<file path="config.mk">
export PLATFORM = sky130hd
export DESIGN_NAME = nor_bus_sequencer
export DESIGN_NICKNAME = d
export VERILOG_FILES = /design/src/rtl/nor_bus_sequencer.sv
export SDC_FILE = /design/constraint.sdc
export NUM_CORES = 1
export LEC_CHECK = 0
export CAP_MARGIN = 20
export CELL_PAD_IN_SITES_DETAIL_PLACEMENT = 1
export CELL_PAD_IN_SITES_GLOBAL_PLACEMENT = 2
export CORE_UTILIZATION = 21
export DETAILED_ROUTE_END_ITERATION = 10
export GPL_TIMING_DRIVEN = 0
export PLACE_DENSITY = 0.86
export SLEW_MARGIN = 0
export SYNTH_ARGS = -nofsm -noshare
export SYNTH_HDL_FRONTEND = slang
export SYNTH_SLANG_ARGS = --single-unit
</file>
<file path="constraint.sdc">
create_clock -name clk_i -period 1.9 [get_ports clk_i]
set_input_delay 0.38 -clock clk_i [delete_from_list [all_inputs] [get_ports clk_i]]
set_output_delay 0.38 -clock clk_i [all_outputs]
set_load 0.1 [all_outputs]
</file>
<file path="src/rtl/nor_bus_sequencer.sv">
// Single-word read/program sequencer for a parallel NOR flash, driven from a req/ack port.
// Define NOR_RY_TIMEOUT_EN to bound the RY/BY wait with a timeout that reports through err_o.
module nor_bus_sequencer #(
    parameter int ADDR_W  = 26,
    parameter int DATA_W  = 16,
    parameter int T_SETUP = 2,
    parameter int T_RD    = 24,
    parameter int T_WP    = 12,
    parameter int T_HOLD  = 2,
    parameter int T_BUSY  = 48,
    parameter int T_RY_TO = 2400000
) (
    input  logic              clk_i,
    input  logic              reset_i,
    input  logic              req_i,
    input  logic              req_we_i,
    input  logic              req_ry_wait_i,
    input  logic [ADDR_W-1:0] req_addr_i,
    input  logic [DATA_W-1:0] req_data_i,
    output logic              ack_o,
    output logic [DATA_W-1:0] rdata_o,
    output logic              err_o,
    output logic              busy_o,
    output logic [ADDR_W-1:0] nor_addr_o,
    input  logic [DATA_W-1:0] nor_data_i,
    output logic [DATA_W-1:0] nor_data_o,
    output logic              nor_data_oe,
    input  logic              nor_ry_i,
    output logic              nor_ce_o,
    output logic              nor_oe_o,
    output logic              nor_we_o,
    output logic [2:0]        dbg_state_o
);

    // Request port handshake: a request is taken on any rising edge where req_i=1 and
    // the sequencer is idle (busy_o=0); requests while busy are dropped, never queued.
    // ack_o pulses for one cycle when the access finishes; rdata_o/err_o are valid with it.

    function automatic int imax(input int a, input int b);
        return (a > b) ? a : b;
    endfunction

    localparam bit PARAMS_OK = (T_SETUP >= 1) && (T_RD >= 1) && (T_WP >= 1) &&
                               (T_HOLD >= 1) && (T_BUSY >= 1) && (T_RY_TO >= 1);

    localparam int T_MAX_BASE = imax(imax(imax(T_SETUP, T_RD), imax(T_WP, T_HOLD)), T_BUSY);
`ifdef NOR_RY_TIMEOUT_EN
    localparam int T_MAX_SEL = imax(T_MAX_BASE, T_RY_TO);
`else
    localparam int T_MAX_SEL = T_MAX_BASE;
`endif
    localparam int T_MAX = PARAMS_OK ? T_MAX_SEL : 1;
    localparam int CNT_W = (T_MAX > 1) ? $clog2(T_MAX) : 1;

    typedef logic [CNT_W-1:0] cnt_t;

    // A non-positive timing collapses every phase to a single cycle instead of wrapping.
    localparam cnt_t LD_SETUP = PARAMS_OK ? cnt_t'(T_SETUP - 1) : '0;
    localparam cnt_t LD_RD    = PARAMS_OK ? cnt_t'(T_RD - 1)    : '0;
    localparam cnt_t LD_WP    = PARAMS_OK ? cnt_t'(T_WP - 1)    : '0;
    localparam cnt_t LD_HOLD  = PARAMS_OK ? cnt_t'(T_HOLD - 1)  : '0;
    localparam cnt_t LD_BUSY  = PARAMS_OK ? cnt_t'(T_BUSY - 1)  : '0;
`ifdef NOR_RY_TIMEOUT_EN
    localparam cnt_t LD_RYTO  = PARAMS_OK ? cnt_t'(T_RY_TO - 1) : '0;
`endif

    typedef enum logic [2:0] {
        S_IDLE    = 3'd0,
        S_SETUP   = 3'd1,
        S_STROBE  = 3'd2,
        S_HOLD    = 3'd3,
        S_BUSYDLY = 3'd4,
        S_RYWAIT  = 3'd5,
        S_DONE    = 3'd6
    } state_t;

    state_t            state_q, state_d;
    cnt_t              cnt_q, cnt_d;
    logic              we_q, ry_wait_q;
    logic [ADDR_W-1:0] addr_q;
    logic [DATA_W-1:0] wdata_q;
    logic [DATA_W-1:0] rdata_q;
    logic              ry_meta_q, ry_sync_q;
    logic              ce_q, oe_q, wen_q, data_oe_q, ack_q, busy_q;
    logic              ce_d, oe_d, wen_d, data_oe_d, ack_d, busy_d;
    logic              accept, cnt_zero, capture, we_nx, active_nx, strobe_nx;
`ifdef NOR_RY_TIMEOUT_EN
    logic              err_q, err_d;
`endif

    assign accept   = (state_q == S_IDLE) && req_i;
    assign cnt_zero = (cnt_q == '0);
    assign capture  = (state_q == S_STROBE) && !we_q && cnt_zero;

    always_comb begin
        state_d = state_q;
        cnt_d   = cnt_q;
`ifdef NOR_RY_TIMEOUT_EN
        err_d   = err_q;
`endif
        case (state_q)
            S_IDLE: begin
                if (req_i) begin
                    state_d = S_SETUP;
                    cnt_d   = LD_SETUP;
`ifdef NOR_RY_TIMEOUT_EN
                    err_d   = 1'b0;
`endif
                end
            end
            S_SETUP: begin
                if (cnt_zero) begin
                    state_d = S_STROBE;
                    cnt_d   = we_q ? LD_WP : LD_RD;
                end else begin
                    cnt_d = cnt_q - cnt_t'(1);
                end
            end
            S_STROBE: begin
                if (cnt_zero) begin
                    state_d = S_HOLD;
                    cnt_d   = LD_HOLD;
                end else begin
                    cnt_d = cnt_q - cnt_t'(1);
                end
            end
            S_HOLD: begin
                if (cnt_zero) begin
                    if (we_q && ry_wait_q) begin
                        state_d = S_BUSYDLY;
                        cnt_d   = LD_BUSY;
                    end else begin
                        state_d = S_DONE;
                    end
                end else begin
                    cnt_d = cnt_q - cnt_t'(1);
                end
            end
            S_BUSYDLY: begin
                if (cnt_zero) begin
                    state_d = S_RYWAIT;
`ifdef NOR_RY_TIMEOUT_EN
                    cnt_d   = LD_RYTO;
`else
                    cnt_d   = '0;
`endif
                end else begin
                    cnt_d = cnt_q - cnt_t'(1);
                end
            end
            S_RYWAIT: begin
                // Ready on the last allowed cycle still counts as success.
                if (ry_sync_q) begin
                    state_d = S_DONE;
`ifdef NOR_RY_TIMEOUT_EN
                end else if (cnt_zero) begin
                    state_d = S_DONE;
                    err_d   = 1'b1;
                end else begin
                    cnt_d = cnt_q - cnt_t'(1);
`endif
                end
            end
            S_DONE: begin
                state_d = S_IDLE;
            end
            default: begin
                state_d = S_IDLE;
            end
        endcase
    end

    // Pin values are registered from the next state so every output is a flop.
    always_comb begin
        we_nx     = accept ? req_we_i : we_q;
        active_nx = (state_d == S_SETUP) || (state_d == S_STROBE) || (state_d == S_HOLD);
        strobe_nx = (state_d == S_STROBE);
        ce_d      = !active_nx;
        oe_d      = !(strobe_nx && !we_nx);
        wen_d     = !(strobe_nx && we_nx);
        data_oe_d = active_nx && we_nx;
        ack_d     = (state_d == S_DONE);
        busy_d    = (state_d != S_IDLE);
    end

    always_ff @(posedge clk_i) begin
        if (reset_i) begin
            state_q   <= S_IDLE;
            cnt_q     <= '0;
            we_q      <= 1'b0;
            ry_wait_q <= 1'b0;
            addr_q    <= '0;
            wdata_q   <= '0;
            rdata_q   <= '0;
            ry_meta_q <= 1'b0;
            ry_sync_q <= 1'b0;
            ce_q      <= 1'b1;
            oe_q      <= 1'b1;
            wen_q     <= 1'b1;
            data_oe_q <= 1'b0;
            ack_q     <= 1'b0;
            busy_q    <= 1'b0;
        end else begin
            state_q   <= state_d;
            cnt_q     <= cnt_d;
            ry_meta_q <= nor_ry_i;
            ry_sync_q <= ry_meta_q;
            if (accept) begin
                we_q      <= req_we_i;
                ry_wait_q <= req_ry_wait_i;
                addr_q    <= req_addr_i;
                wdata_q   <= req_data_i;
            end
            if (capture) begin
                rdata_q <= nor_data_i;
            end
            ce_q      <= ce_d;
            oe_q      <= oe_d;
            wen_q     <= wen_d;
            data_oe_q <= data_oe_d;
            ack_q     <= ack_d;
            busy_q    <= busy_d;
        end
    end

`ifdef NOR_RY_TIMEOUT_EN
    always_ff @(posedge clk_i) begin
        if (reset_i) begin
            err_q <= 1'b0;
        end else begin
            err_q <= err_d;
        end
    end
    assign err_o = err_q;
`else
    assign err_o = 1'b0;
`endif

    assign ack_o       = ack_q;
    assign rdata_o     = rdata_q;
    assign busy_o      = busy_q;
    assign nor_addr_o  = addr_q;
    assign nor_data_o  = wdata_q;
    assign nor_data_oe = data_oe_q;
    assign nor_ce_o    = ce_q;
    assign nor_oe_o    = oe_q;
    assign nor_we_o    = wen_q;
    assign dbg_state_o = state_q;

endmodule

</file>
After elaboration in Yosys (flattened, before gate mapping). Cells that the tools add are included.

Muxes and demuxes: 17. Equality and inequality tests: 11. Reductions and logical operators: 19. $add $sub $neg: 1.

Operators by type and width (number): 6-bit two-way mux (6); 6-bit case mux with 5 select lines (1); 3-bit two-way mux (6); 3-bit case mux with 6 select lines (1); 3-bit by 2-bit equality test with 1-bit output, second input constant (4); 3-bit equality test, second input constant (3); 1-bit logical AND (7); 3-bit by 1-bit equality test with 1-bit output, second input constant (2); 6-bit zero test (1); 6-bit by 1-bit subtractor with 6-bit output, second input constant (1); 1-bit zero test (5); 5-bit two-way mux (1); 5-bit nonzero test (1); 3-bit zero test (1); 3-bit != test, second input constant (1); 3-bit AND reduction (1); 3-bit nonzero test (1); 1-bit logical OR (2); 2-bit two-way mux (1); 2-bit != test, second input constant (1); 1-bit two-way mux (1).

Word-level logic and storage cells: 63. Bits of input ports: 64. Bits in registers: 77.

Depth between registers and ports, before layout.
Depth in word-level cells: 8. Gate-level depth with buffers: 9.

Least setup slack after synthesis. No wires, ideal clock.

Path kind: register to register. Start point: register state_q[1] (netlist: dbg_state_o[1]). End point: register addr_q[17] (netlist: nor_addr_o[17]). Arrival: 2.302 ns. Period minus slack after synthesis: 2.373 ns. Cell stages (with the launch flop): 8. Slack: -0.473 ns. Required time: 1.830 ns. Library setup time: 0.070 ns. Path through: dfxtp_1 > clkbuf_1 > clkbuf_1 > nor2_1 > nand3b_1 > clkbuf_1 > nand2_1 > a21oi_1.

Cells in the longest elaborated chain, start to end: 2.

Ends and longest elaborated chain: start: declaration (RTL line 77) `state_t state_q, state_d;`; start signal: assignment (RTL line 204) `state_q <= state_d;`; 3-bit zero test (RTL line 91) `assign accept = (state_q == S_IDLE) && req_i;`; 1-bit logical AND (RTL line 91); end signal: assignment (RTL line 211) `addr_q <= req_addr_i;`; end: declaration (RTL line 80) `logic [ADDR_W-1:0] addr_q;`.

Every way passes these cells. A chain may end at the register's enable or synchronous reset.

Worst setup path after layout.
Start point: register rdata_q[12] (netlist: rdata_o[12]). End point: output rdata_o[12].

RTL lines: start: declaration (RTL line 82) `logic [DATA_W-1:0] rdata_q;`; start signal: assignment (RTL line 215) `rdata_q <= nor_data_i;`; end: declaration (RTL line 21) `output logic [DATA_W-1:0] rdata_o,`.

No word-level cell between the ends.

==> impl_metrics.yaml <==
yosys:
  post-synth-top-count-cell: "nand2_1"
  netlist_top_cells_count: "nand2_1 (98), dfxtp_1 (77), a21oi_1 (52)"
  synthArstFlopShare: 0
  postSynthAreaPerCell_um2: 8.39
  yosys_warnings: 0
  synth-edff-count: 0
  syn_area_um2: 3090
  ys_seq_elements: 77
  syn_inst: 368
  synth_flop_cell: "dfxtp_1"
  synth_cell_types: 48
  synth_top_area_frac: 0.499
  yosysSeqAreaShare: 0.499
  synthTopCellsByArea: "dfxtp_1 (50%), nand2_1 (12%), a21oi_1 (8.4%)"
  synth_top_area_cell: "dfxtp_1"
  synth.net_count: 434
timing:
  whs_ns: 0.446
  min_period_over_period: 0.977
  maxSlewViolCount: 0
  slew_headroom: 0.373
  finalSetupViolations: 0
  min_period_ns: 1.86
  rsz0062_at_grt: "no"
  fmax_mhz: 539
  worstMarginPinSlew_ns: 0.944
  final.setup_skew_ns: 0.00659
  final_hold_viol_count: 0
clock_network:
  clock_sinks: 77
  clk_latency_ns: 0.34
  cts_tree: "built"
  numCtsBuffers: 9
  cts_root_buf: "clkbuf_16"
  clkSlewWorstSetupHoldPaths_ns: 0.06
  postCtsHoldBufs: 0
  htreeDepth: 3
  clock_path_buffers: 2
routing:
  wire_per_inst_um: 15.4
  via_per_inst: 4.46
  vias: 3143
  ant_nets: 0
  drc: 0
  first_pass_iters: 4
  wirelength_um: 10800
  first_iter_violations: 76
worst_setup_path:
  crit_type: "reg -> out"
  r2r-start: "cnt_q[1]"
  rrSetupSlack_ns: 0.06
  worstPathRequired_ns: 1.52
  cpMaxStageDelayCell: "clkdlybuf4s15_1"
  r2r_cells: 7
  crit_path_end_kind: "output port"
  cp_top_family: "buffers and inverters"
  r2r-end: "nor_data_oe"
  crit_chain: "clkdlybuf4s15_1"
  worstPathArrival_ns: 1.48
  worstSetupStartpointType: "flip-flop"
  critPathMaxFanout: 2
  cp_num_buf_inv: 1
  max_stage_delay_ns: 0.82
placement:
  gp_congestion: 0.791
  place.port_buffers: 129
  dp.cells: 677
  dp_hpwl_um: 7910
floorplan:
  start_util: 0.219
  placementRows: 43
  fp.dieW_um: 123
  die_y_um: 123
  coreArea_um2: 14100
  dieArea_um2: 15200
  io_pins: 132
grt:
  grt_pass1_wl_um: 16800
  antenna_found_initial: 0
  grt-ovfl-total: 0
  grt_max_degree: 13
  grt_pass1_vias: 3355
  gr-usage-all-layers: 0.146
power_and_ir_drop:
  power.density_nw_per_um2: 1710
  vdd_drop_max_mv: 0.659
  power.leakage_nw: 2.05
cells_and_area:
  fillers: 1667
  final_core_utilization: 0.361
  layout.cells.non_filler: 704
  nNetsFinal: 585
  area_growth_syn_to_layout_pct: 64.6
  diodes: 0
  drive_gt1_frac: 0.260
min_path:
  hold_path.class: "reg -> reg"
  worstHoldStart: "ry_meta_q"
  holdPathStages: 1
  min_to: "ry_sync_q"
run_status:
  status: "finished clean"
run:
  maxCapViolations: 0
[layer usage]
metal  GRT usage  wire, µm
met1       0.156      4320
met2       0.249      5340
met3      0.0609       868
met4      0.0670       292
met5           0         0
[cells in the final DEF, fill, tap and decap left out, drive strengths merged, types with 2 or more instances in the layout]
| master | instances |
|---|---|
| a21oi | 52 |
| a221oi | 2 |
| a31oi | 3 |
| and2 | 4 |
| buf | 19 |
| bufinv | 2 |
| clkbuf | 49 |
| clkdlybuf4s15 | 49 |
| clkdlybuf4s50 | 62 |
| dfxtp | 77 |
| ha | 2 |
| inv | 3 |
| mux2i | 17 |
| nand2 | 99 |
| nand2b | 4 |
| nand3 | 3 |
| nand3b | 3 |
| nor2 | 30 |
| nor2b | 7 |
| nor3 | 2 |
| nor3b | 2 |
| o21ai | 3 |
| o22ai | 3 |
| o2bb2ai | 2 |
| or4 | 2 |
[power breakdown]
part / switching (mW) / total (mW) / leakage [nW] / internal [mW]
clock network: 0.657 / 1.92 / 0.165 / 1.26
logic: 3.22 / 4.54 / 1.26 / 1.32
registers: 0.270 / 2.22 / 0.633 / 1.95
[flip-flops by register name, indices dropped and copies added, names as in the netlist, 3 cells and up]
signal and count:
nor_data_o 16, nor_addr_o 26, rdata_o 16, cnt_q 6
dbg_state_o 3
[stage by stage]
step	instance area, µm²	worst slack [ns]	power [mW]	TNS [ns]
floorplan	3100	-0.0283	5.38	-1.10
global placement	4620	-0.584	6.44	-26.75
detailed placement	4620	-0.668	6.54	-30.09
CTS	5130	0.00148	8.70	0
global route	5080	0.00251	9.13	0
finish	5080	0.0433	8.69	0
[cell families after synthesis]
kind of cell    count (synthesis)  share of synthesized area
compound gates                 80                      0.158
xor+xnor                        2                    0.00567
flops                          77                      0.499
buf+inv                        29                     0.0425
simple gates                  160                      0.231
mux                            17                     0.0551
other cells                     1                    0.00121
fa+ha+maj                       2                    0.00810
[worst max-delay path by stage]
stage,start,endpoint,slack (ns),depth (start not counted)
floorplan,dbg_state_o[1],nor_addr_o[17],-0.03,7
global placement,req_i,ry_wait_q,-0.58,5
global route,cnt_q[1],cnt_q[5],0.003,9
CTS,nor_addr_o[20],nor_addr_o[20],0.001,1
detailed placement,req_i,nor_addr_o[9],-0.67,5
finish,rdata_o[12],rdata_o[12],0.04,1
[final cells by class]
class                      count  area [µm²]  share of cell area
clock buffer                  13         272              0.0534
sequential                    77        1560               0.307
inverter                       3        11.3             0.00221
buffer                        24         125              0.0246
tap                          180         225              0.0443
clock inverter                 3        65.1              0.0128
timing repair buffer         142        1360               0.267
multi-input combinational    262        1470               0.289
[repair_timing]
| item | CTS | global route |
|---|---|---|
| setup buffers | 11 | 2 |
| endpoints found under the setup margin | 136 | 76 |
| pin swaps | 6 | 2 |
| gates resized for setup | 205 | 34 |
Note: power is estimated with default switching activity, not from simulation.
==> RTL change 1 (same flow settings) <==
The parameter `DATA_W` goes from 16 to 12.
--- a/src/rtl/nor_bus_sequencer.sv
+++ b/src/rtl/nor_bus_sequencer.sv
@@ -4,3 +4,3 @@
     parameter int ADDR_W  = 26,
-    parameter int DATA_W  = 16,
+    parameter int DATA_W  = 12,
     parameter int T_SETUP = 2,
Interface: changed (resized nor_data_i, nor_data_o, rdata_o and req_data_i); port bits go from 132 to 116. No check against the original RTL was run, so the function may have changed too.
==> RTL change 1 against the unedited design <==
  * Non-clock buffer count fell by 20
  * Clock skew rose by 0.0038 ns
  * Area after synthesis fell by 9.6%
  * Global-route usage fell by 0.60 points
  * Final area fell by 11%
  * Final cell count fell by 8.7%
  * Sequential power fell by 12%
  * Worst setup slack got worse by 0.027 ns
  * Sequential cell count fell by 8
  * Routed wire length fell by 11%
  * Power fell by 7.9%
  * Clock power fell by 4%
  * Critical path depth rose by 6
  * Fmax fell by 1.4%
  * Critical path type is now reg2reg
  * Critical endpoint is now rdata_o[0]$_SDFFE_PP0P_
  * Largest power group unchanged
==> RTL change 1: results (changes against the unedited design) <==
| Metric | Value |
|---|---|
| Maximum VDD drop | 706 uV (+7.3%) |
| GR Util met3 | 3.65% (-2.4 points) |
| Met1 Use GR | 15.9% (+0.32 points) |
| Mapped Cells | 335 (-9.0%) |
| Post-synthesis sequential area ratio | 49.5% (-0.44 points) |
| Post-DR wirelength/cell | 15.0 um (-2.2%) |
| Clock buffers | 10 (-3) |
| Post-Syn Nets | 393 (-9.4%) |
| Status | finished, final reports clean |
| Vias in the first global route | 2,977 (-11%) |
| Sw frac | 48.4% (+0.61 points) |
| Synth top area cells | dfxtp_1 (49%), nand2_1 (12%), a21oi_1 (8.6%) |
| Register share of total power | 24.5% (-1.1 points) |
| FF/Latch Area | 0.00141 mm^2 (-9.8%) |
| Delay of the slowest critical-path stage | 0.40 ns (-0.42 ns) |
| Slew HR | 33.7% (-3.6 points) |
| RR Startpoint | cnt_q[3]$_SDFFE_PP0P_ |
| Critical Path AT | 2.10 ns (+0.62 ns) |
| Vias per cell | 4.36 (-2.3%) |
| CP delay by family, top | simple AND/OR/NAND/NOR gates |
| Synth cell types | 49 (+2.1%) |
| Clock power frac | 23.1% (+1.0 points) |
| Hpwl dp | 6940 um (-12%) |
| Layout cells sized above 1 | 23.1% (-2.8 points) |
| Initial DRC Count | 126 (+66%) |
| Largest net degree at the start of global routing | 20 (+7) |
| Comb group | 4.19 mW (-7.7%) |
| GRT Overall Usage | 14.0% (-0.60 points) |
| Metal2 WL | 4930 um (-7.6%) |
| Commonest cells post-synth | nand2_1 (87), dfxtp_1 (69), a21oi_1 (48) |
| First-pass GRT wire length | 15,100 um (-9.9%) |
| Crit path max fanout | 5 (+3) |
| Slowest CP cell | or3_4 |
==> RTL change 1: timing repair <==
action	4_1_cts	5_1_grt
gates cloned	0	1
endpoints found under the setup margin	93	100
gates resized for setup	137	70
buffers inserted	4	6
pin swaps	3	9
==> RTL change 1: logic make-up after synthesis <==
| logic type | count (synthesis) | synth area share [%] |
|---|---|---|
| compound gates | 77 | 16.7 |
| buf+inv | 28 | 4.35 |
| flops | 69 | 49.5 |
| fa+ha+maj | 2 | 0.896 |
| simple gates | 145 | 23.8 |
| mux | 13 | 4.66 |
| other cells | 1 | 0.134 |
==> RTL change 1: metrics by stage <==
stage                     TNS (ns)  hold WS, ns  area, um^2
after CTS                  -0.0214        0.454        4560
after detailed placement    -19.49        0.448        4160
after global routing        -0.353        0.460        4520
final                            0        0.453        4520
after global placement      -19.09        0.433        4160
after floorplan           -0.00503        0.414        2810
==> RTL change 2 (same settings) <==
Made on the original files. Register the output `dbg_state_o` once more; this adds one clock of latency there. The other outputs are not delayed to match.
--- a/src/rtl/nor_bus_sequencer.sv
+++ b/src/rtl/nor_bus_sequencer.sv
@@ -247,3 +247,5 @@
     assign nor_we_o    = wen_q;
-    assign dbg_state_o = state_q;
+    always_ff @(posedge clk_i) begin
+        dbg_state_o <= state_q;
+    end
 
Function: changed (Yosys sat finds a counterexample within 4 cycles, from zero or initial values and one cycle with reset_i high).
==> RTL change 2 against the unedited design <==
  * The flow now finishes with violations (setup timing)
  * Sequential cell count rose by 3
  * Power rose by 2.5%
  * Count of clock-buffer cells in the layout fell by 4
  * Area after synthesis rose by 1.5%
  * Final area rose by 0.86%
  * Routed wire length fell by 4.8%
  * Worst hold slack got worse by 0.092 ns
  * Worst setup slack got worse by 0.047 ns
==> RTL change 2: results (changes against the unedited design) <==
| Metric | Value |
|---|---|
| Post-CTS Setup Inserts | 8 (-3) |
| Slew HR | 35.7% (-1.6 points) |
| Sw frac | 47.4% (-0.35 points) |
| Maximum VDD drop | 696 uV (+5.7%) |
| First-pass GRT wire length | 15,900 um (-5.1%) |
| Synthesized area per cell | 8.49 um^2 (+1.2%) |
| Fraction of area in clock buffers and inverters | 6.73% (+0.11 points) |
| Synth warn | 0 (unchanged) |
| Synth top area cells | dfxtp_1 (51%), nand2_1 (11%), a21oi_1 (8.1%) |
| Clock skew | 0.00942 ns (+0.00283 ns) |
| Clock buffers | 9 (-4) |
| Synth cell types | 43 (-10%) |
| Final Non-Filler Cells | 708 (+0.57%) |
| FF/Latch Area | 0.00161 mm^2 (+3.2%) |
| Detailed-routed wire length on met3 | 817 um (-5.9%) |
| Metal-1 WL | 4160 um (-3.7%) |
| Metal2 WL | 5160 um (-3.3%) |
| Delay of the slowest critical-path stage | 0.38 ns (-0.44 ns) |
| Register share of total power | 25.2% (-0.4 points) |
| Largest net degree at the start of global routing | 15 (+2) |
| Critical Path AT | 2.15 ns (+0.67 ns) |
| Layout cells sized above 1 | 25.4% (-0.57 points) |
| PortBufs | 130 (+0.78%) |
| Final Wtd Congestion | 0.805 (+1.8%) |
| Status | finished, violations left |
| Fill cells | 1,712 (+2.7%) |
| Crit path max fanout | 5 (+3) |
| Setup WS post-layout | -0.00408 ns (-0.0474 ns) |
| Fraction of area in multi-input gates | 28.6% (-0.30 points) |
| Inverters, non-clock | 7 (+4) |
| Violated checks | setup timing |
| Multi-input comb cells | 257 (-1.9%) |
| Routed vias | 3,165 (+0.70%) |
| Post-synthesis sequential area ratio | 51.1% (+1.2 points) |
| Final setup viols | 1 (+1) |
| Placed Instances | 683 (+0.89%) |
| Post-CTS sizing | 204 (-0.49%) |
| P_clk | 1.98 mW (+3%) |
| TritonCTS Sinks | 80 (+3.9%) |
## RTL change 2: cell types whose count changed after synthesis, moves of 3 or more
cell	change
o31ai_1	+3
o22ai_1	-3
nand2_1	-3
dfxtp_1	+3
inv_1	+4
nor2b_1	-3
## RTL change 2: worst paths after layout
check                                      startpoint                endpoint  cells past startpoint
worst max register to register  cnt_q[4]$_SDFFE_PP0P_  nor_data_oe$_SDFF_PP0_                      5
worst max-delay path            cnt_q[4]$_SDFFE_PP0P_  nor_data_oe$_SDFF_PP0_                      5
worst min register to register  state_q[2]$_SDFF_PP0_  dbg_state_o[2]$_DFF_P_                      0
worst min-delay path            state_q[2]$_SDFF_PP0_  dbg_state_o[2]$_DFF_P_                      0
## RTL change 2: layer usage
| layer | vias up | global-route usage, % |
|---|---|---|
| met3 | 13 | 5.54 |
| met2 | 111 | 23.8 |
| li1 | 1546 | - |
| met5 | - | 0 |
| met4 | 0 | 5.13 |
| met1 | 1495 | 14.5 |
## RTL change 2: kinds of logic after synthesis
kind of cell | Yosys count | synth area share, %
AND/OR/NAND/NOR | 154 | 21.0
flip-flops | 80 | 51.1
AO/OA/AOI/OAI | 79 | 15.8
buffers and inverters | 32 | 4.47
multiplexers | 19 | 6.11
adder cells (fa/ha/maj) | 3 | 1.12
other | 1 | 0.120
XOR/XNOR | 1 | 0.279
## RTL change 2: through the flow
| step | hold WS [ns] | power (mW) | instance area [um^2] | worst slack (ns) |
|---|---|---|---|---|
| final | 0.354 | 8.90 | 5130 | -0.00408 |
| after floorplan | 0.329 | 5.53 | 3140 | -0.0556 |
| after detailed placement | 0.353 | 6.66 | 4670 | -0.627 |
| after global placement | 0.339 | 6.57 | 4670 | -0.569 |
| after CTS | 0.356 | 8.91 | 5190 | -0.109 |
| after global routing | 0.366 | 9.35 | 5130 | -0.0623 |
